===== src/rtl/j1_stack_pkg.sv =====
// Shared types and helpers for the J1 circular stack.
// Delta encodings match the J1 instruction field directly.
package j1_stack_pkg;

  typedef enum logic [1:0] {
    DELTA_NONE = 2'b00,
    DELTA_PUSH = 2'b01,
    DELTA_POP2 = 2'b10,
    DELTA_POP1 = 2'b11
  } delta_e;

  // Callers truncate the result to their pointer width.
  function automatic logic [31:0] sext_delta(input logic [1:0] d);
    return {{30{d[1]}}, d};
  endfunction

endpackage


===== src/rtl/j1_stack_occupancy.sv =====
// Occupancy tracking for the J1 stack: level, sticky flags,
// and a registered one-cycle fault pulse.
module j1_stack_occupancy
  import j1_stack_pkg::*;
#(
  parameter int DEPTH = 32,
  localparam int LW = $clog2(DEPTH + 1)
) (
  input  logic          clk,
  input  logic          resetq,
  input  logic [1:0]    delta,
  input  logic          clear,
  input  logic          clr_flags,
  output logic [LW-1:0] level,
  output logic          overflow,
  output logic          underflow,
  output logic          fault
);

  localparam logic [LW-1:0] FULL_LVL = LW'(DEPTH);
  localparam logic [LW-1:0] ONE_LVL  = LW'(1);
  localparam logic [LW-1:0] TWO_LVL  = LW'(2);

  delta_e dl;
  assign dl = delta_e'(delta);

  logic [LW-1:0] level_q, level_d;
  logic          overflow_q, overflow_d;
  logic          underflow_q, underflow_d;
  logic          fault_q, fault_d;
  logic          ovf_ev, unf_ev;

  always_comb begin
    level_d = level_q;
    ovf_ev  = 1'b0;
    unf_ev  = 1'b0;
    if (clear) begin
      level_d = '0;
    end else begin
      unique case (dl)
        DELTA_PUSH: begin
          if (level_q == FULL_LVL) ovf_ev = 1'b1;
          else level_d = level_q + ONE_LVL;
        end
        DELTA_POP1: begin
          if (level_q == '0) unf_ev = 1'b1;
          else level_d = level_q - ONE_LVL;
        end
        DELTA_POP2: begin
          if (level_q < TWO_LVL) begin
            unf_ev  = 1'b1;
            level_d = '0;
          end else begin
            level_d = level_q - TWO_LVL;
          end
        end
        DELTA_NONE: ;
        default: ;
      endcase
    end
  end

  // A fresh event wins over a same-cycle flag clear.
  always_comb begin
    overflow_d  = ovf_ev | (overflow_q & ~clr_flags);
    underflow_d = unf_ev | (underflow_q & ~clr_flags);
    fault_d     = ovf_ev | unf_ev;
  end

  always_ff @(posedge clk or negedge resetq) begin
    if (!resetq) begin
      level_q     <= '0;
      overflow_q  <= 1'b0;
      underflow_q <= 1'b0;
      fault_q     <= 1'b0;
    end else begin
      level_q     <= level_d;
      overflow_q  <= overflow_d;
      underflow_q <= underflow_d;
      fault_q     <= fault_d;
    end
  end

  assign level     = level_q;
  assign overflow  = overflow_q;
  assign underflow = underflow_q;
  assign fault     = fault_q;

endmodule


===== src/rtl/j1_stack_checked.sv =====
// Circular register-file stack with up to three read taps,
// occupancy tracking and sticky overflow/underflow flags.
module j1_stack_checked
  import j1_stack_pkg::*;
#(
  parameter int WIDTH    = 16,
  parameter int DEPTH    = 32,
  parameter int RD_PORTS = 2,
  localparam int PW = $clog2(DEPTH),
  localparam int LW = $clog2(DEPTH + 1)
) (
  input  logic             clk,
  input  logic             resetq,
  input  logic             we,
  input  logic [WIDTH-1:0] wd,
  input  logic [1:0]       delta,
  input  logic             clear,
  input  logic             clr_flags,
  output logic [WIDTH-1:0] rd1,
  output logic [WIDTH-1:0] rd2,
  output logic [WIDTH-1:0] rd3,
  output logic [LW-1:0]    level,
  output logic             empty,
  output logic             full,
  output logic             overflow,
  output logic             underflow,
  output logic             fault
);

  if (DEPTH < 4 || (DEPTH & (DEPTH - 1)) != 0) begin : g_bad_depth
    $error("j1_stack_checked: DEPTH must be a power of two >= 4");
  end
  if (RD_PORTS < 1 || RD_PORTS > 3) begin : g_bad_ports
    $error("j1_stack_checked: RD_PORTS must be 1..3");
  end

  localparam logic [PW-1:0] ONE_SP = PW'(1);
  localparam logic [PW-1:0] TWO_SP = PW'(2);

  logic [WIDTH-1:0] mem_q [DEPTH];
  logic [PW-1:0]    sp_q, sp_d;
  logic             mem_we;

  // The write lands on the post-move slot, so push/replace work in one edge.
  always_comb begin
    if (clear) sp_d = '0;
    else       sp_d = sp_q + PW'(sext_delta(delta));
    mem_we = we & ~clear;
  end

  always_ff @(posedge clk or negedge resetq) begin
    if (!resetq) sp_q <= '0;
    else         sp_q <= sp_d;
  end

  always_ff @(posedge clk) begin
    if (mem_we) mem_q[sp_d] <= wd;
  end

  assign rd1 = mem_q[sp_q];

  if (RD_PORTS >= 2) begin : g_rd2
    assign rd2 = mem_q[sp_q - ONE_SP];
  end else begin : g_rd2_off
    assign rd2 = '0;
  end

  if (RD_PORTS >= 3) begin : g_rd3
    assign rd3 = mem_q[sp_q - TWO_SP];
  end else begin : g_rd3_off
    assign rd3 = '0;
  end

  j1_stack_occupancy #(
    .DEPTH(DEPTH)
  ) u_occ (
    .clk      (clk),
    .resetq   (resetq),
    .delta    (delta),
    .clear    (clear),
    .clr_flags(clr_flags),
    .level    (level),
    .overflow (overflow),
    .underflow(underflow),
    .fault    (fault)
  );

  assign empty = (level == '0);
  assign full  = (level == LW'(DEPTH));

endmodule


===== config.mk =====
export PLATFORM = sky130hd
export DESIGN_NAME = j1_stack_checked
export DESIGN_NICKNAME = d
export VERILOG_FILES = /design/src/rtl/j1_stack_pkg.sv /design/src/rtl/j1_stack_occupancy.sv /design/src/rtl/j1_stack_checked.sv
export SDC_FILE = /design/constraint.sdc
export NUM_CORES = 1
export LEC_CHECK = 0
export CORE_MARGIN = 2
export CORE_UTILIZATION = 60
export DETAILED_ROUTE_END_ITERATION = 10
export GPL_ROUTABILITY_DRIVEN = 1
export PLACE_DENSITY_LB_ADDON = 0.2
export REMOVE_ABC_BUFFERS = 1
export SLEW_MARGIN = 20
export SYNTH_ARGS = -nofsm -noshare
export SYNTH_HDL_FRONTEND = slang
export SYNTH_SLANG_ARGS = --single-unit
export TNS_END_PERCENT = 20

===== constraint.sdc =====
create_clock -name clk -period 5.22 [get_ports clk]
set_clock_uncertainty 0.2 [all_clocks]
set_input_delay 1.044 -clock clk [delete_from_list [all_inputs] [get_ports clk]]
set_output_delay 1.044 -clock clk [all_outputs]
set_load 0.05 [all_outputs]

==> key figures <==
Layout
  • Cell area after layout: 28560 sq um
  • Final net count: 1380
  • Share of layout cells above drive strength 1: 39.24%
  • Fillers: 2525
  • Final core occ: 69.80%
  • Layout Cells excl Fill: 1921
  • Number of inserted diodes: 0
  • Area delta synth->final: 14.42%

Synthesis
  • Sequential-to-total area share from yosys stat: 62.99%
  • Asr flop ratio synth: 2.662%
  • Mean Syn Cell Area: 20.40 sq um
  • Synth cell count leaders: 512 x edfxtp_1, 288 x mux4_2, 51 x mux2i_1
  • Post-synth top area share: 61.59%
  • Synth area leaders: edfxtp_1 62%, mux4_2 26%, mux2i_1 2.0%
  • Dominant synthesized flop cell: edfxtp_1
  • Most frequent cell after synthesis: edfxtp_1
  • Synth cell types: 57
  • Synth warn: 0
  • Synth Register Bits: 526
  • Mapped Area: 24960 sq um
  • Mapped Cells: 1224
  • Post-synth EDFFs: 512
  • Leading area contributor after synthesis: edfxtp_1

Worst setup path
  • Reg2Reg Depth: 9
  • Arr. time, crit path: 3.84 ns
  • Worst Setup Start Kind: flop
  • Critical Setup Path Class: reg2out
  • Worst path required time: 3.98 ns
  • CP Max Fanout: 18
  • Setup crit end kind: output port
  • Flop2flop setup slack: 1.40 ns
  • Worst r2r dst: mem_q[25][10]$_DFFE_PP_
  • Crit Reg-Reg Startpoint: sp_q[0]$_DFF_PN0_

GRT
  • Grt ovf: 0
  • First-pass GRT wire length: 96430 um
  • Pin count of the biggest net entering global routing: 69
  • Vias in the first global route: 14160
  • Total track usage: 31.07%
  • Initial antenna violation count: 0

Detailed routing
  • Drt first pass iters: 5
  • Total Routed Length: 65710 um
  • DR iter-0 viols: 1899
  • Vias after detailed routing: 14150
  • WL/cell: 34.21 um
  • Via density: 7.365
  • Antenna viol nets, final: 0
  • DRC: 0

Floorplan
  • Die area: 43250 sq um
  • # IOs: 82
  • Die Wd: 208.0 um
  • CORE AREA: 40920 sq um
  • Initial core utilization: 61.00%
  • Num rows: 74
  • Die Span Y: 208.0 um

Placement
  • HPWL after detailed placement: 40540 um
  • Port bufs: 65
  • Dpl cells: 1825
  • Pre-CTS setup slack: 0.6357 ns
  • Placer Congestion: 0.8474
  • Placed cell area: 26950 sq um

STA
  • RSZ-0062 raised after global routing: no
  • Slew margin rel.: 27.26%
  • Fin crit period: 5.085 ns
  • Final Cycle Share: 97.41%
  • Final hold viol count: 0
  • Final setup viols: 0
  • Final Max Slew Viols: 0
  • Worst-Margin Slew: 1.088 ns
  • PnR worst setup slack: 0.1350 ns
  • Fmax: 196.7 MHz

Hold path
  • Worst Hold Class: reg2reg
  • Hold path cells: 1
  • Worst hold path endpoint: u_occ.overflow$_DFF_PN0_
  • Hold Crit Start: u_occ.overflow$_DFF_PN0_

Clock network
  • Total CTS buffers: 52
  • Clock buffer depth: 3
  • H-tree level count: 2
  • Clock root buffer: clkbuf_16
  • CTS sink cnt: 526
  • Clock transition at path regs: 0.07 ns
  • TritonCTS clock tree: yes
  • Worst skew pair latency: 0.59 ns

Power and ir drop
  • Worst VDD drop: 0.4560 mV
  • Overall power: 12.94 mW
  • Pwr/cell area: 452.9 nW/um^2
  • P_leak: 9.116 nW

Job
  • Max Cap Violations: 0

Status
  • Status: finished, final reports clean
## layer usage
metal | track usage (%) | up-vias | wire, um
met2 | 47.33 | 1047 | 31240
li1 | - | 5529 | -
met1 | 45.42 | 7433 | 23990
met3 | 7.457 | 139 | 8321
met4 | 10.08 | 0 | 2167
met5 | 0 | - | 0
## flip-flops by register name, summed over array words and instances (netlist names)
signal           count
mem_q              512
sp_q                 5
u_occ.fault          1
u_occ.level          6
u_occ.overflow       1
u_occ.underflow      1
## final cells by class
| cell class | count | area (sq um) | area share (%) |
|---|---|---|---|
| Multi-Input combinational cell | 593 | 8841 | 30.95 |
| Tap cell | 532 | 665.6 | 2.330 |
| Clock inverter | 29 | 227.7 | 0.7972 |
| Sequential cell | 526 | 15740 | 55.09 |
| Inverter | 13 | 48.80 | 0.1708 |
| Timing Repair Buffer | 162 | 1669 | 5.843 |
| Clock buffer | 66 | 1375 | 4.814 |
## cells in the final DEF, fill, tap and decap left out, types with 4 or more instances in the layout
master	Yosys	layout
nor2b_1	7	7
nand3_1	5	5
o21ai_0	4	4
a21oi_1	10	9
nand4_1	4	4
dfrtp_1	14	10
clkinv_2	0	14
mux2i_1	51	51
edfxtp_1	512	512
a32o_1	18	18
buf_4	25	85
ha_1	8	7
nand2_1	39	39
clkinv_1	0	7
clkdlybuf4s50_1	0	46
clkbuf_1	48	13
nor2_2	0	32
clkbuf_16	0	53
conb_1	1	16
mux4_2	288	288
inv_1	13	13
nor3_1	7	7
xnor2_1	5	4
mux2_2	16	16
a221oi_1	16	14
buf_12	0	27
nor2_1	46	14
## what timing repair did
item,in CTS,in global routing
buffers inserted,1,0
pin swaps,0,0
gates resized for setup,0,2
endpoints found under the setup margin,3,2
hold buffers,0,0
cloned,0,0
## power by group
| part | leakage (nW) | internal (mW) | switching (mW) |
|---|---|---|---|
| combinational | 3.54 | 1.88 | 2.59 |
| sequential | 4.78 | 4.73 | 0.158 |
| clock | 0.789 | 2.01 | 1.56 |
## cell families after synthesis
group	share of synthesized area (%)
and+or+nand+nor	2.326
other	0.01502
muxes	28.79
DFF	62.99
AOI/OAI and AO/OA	2.521
xor gates and xnor gates	0.3459
adders and majority gates	0.4812
buffers and inverters	2.526
## stage by stage
step	hold WS [ns]	setup TNS, ns
after global routing	0.3440	0
after detailed placement	0.3039	0
final	0.3155	0
after global placement	0.2865	0
after floorplan	0.5484	-4067.20
after CTS	0.3211	0
## worst max-delay path, stage by stage, from the launching register on
cell	delay (ns)
dfrtp_4	0.67
inv_1	0.13
ha_4	0.23
nor2b_1	0.18
a31oi_1	0.31
o32ai_4	0.29
buf_4	0.32
a32o_1	0.26
a221oi_1	0.62
buf_12	0.22
## how the worst max path moves through the flow
stage	cells past startpoint	slack, ns	startpoint	end
after global routing	8	0.06	sp_q[1]$_DFF_PN0_	rd2[4]
after CTS	8	0.14	sp_q[1]$_DFF_PN0_	rd2[11]
after detailed placement	6	0.64	sp_q[0]$_DFF_PN0_	rd1[5]
final	9	0.13	sp_q[1]$_DFF_PN0_	rd2[12]
after floorplan	6	-10.71	sp_q[0]$_DFF_PN0_	rd2[0]
after global placement	6	0.65	sp_q[0]$_DFF_PN0_	rd1[5]
No activity file was read; power rests on OpenSTA's default activity.
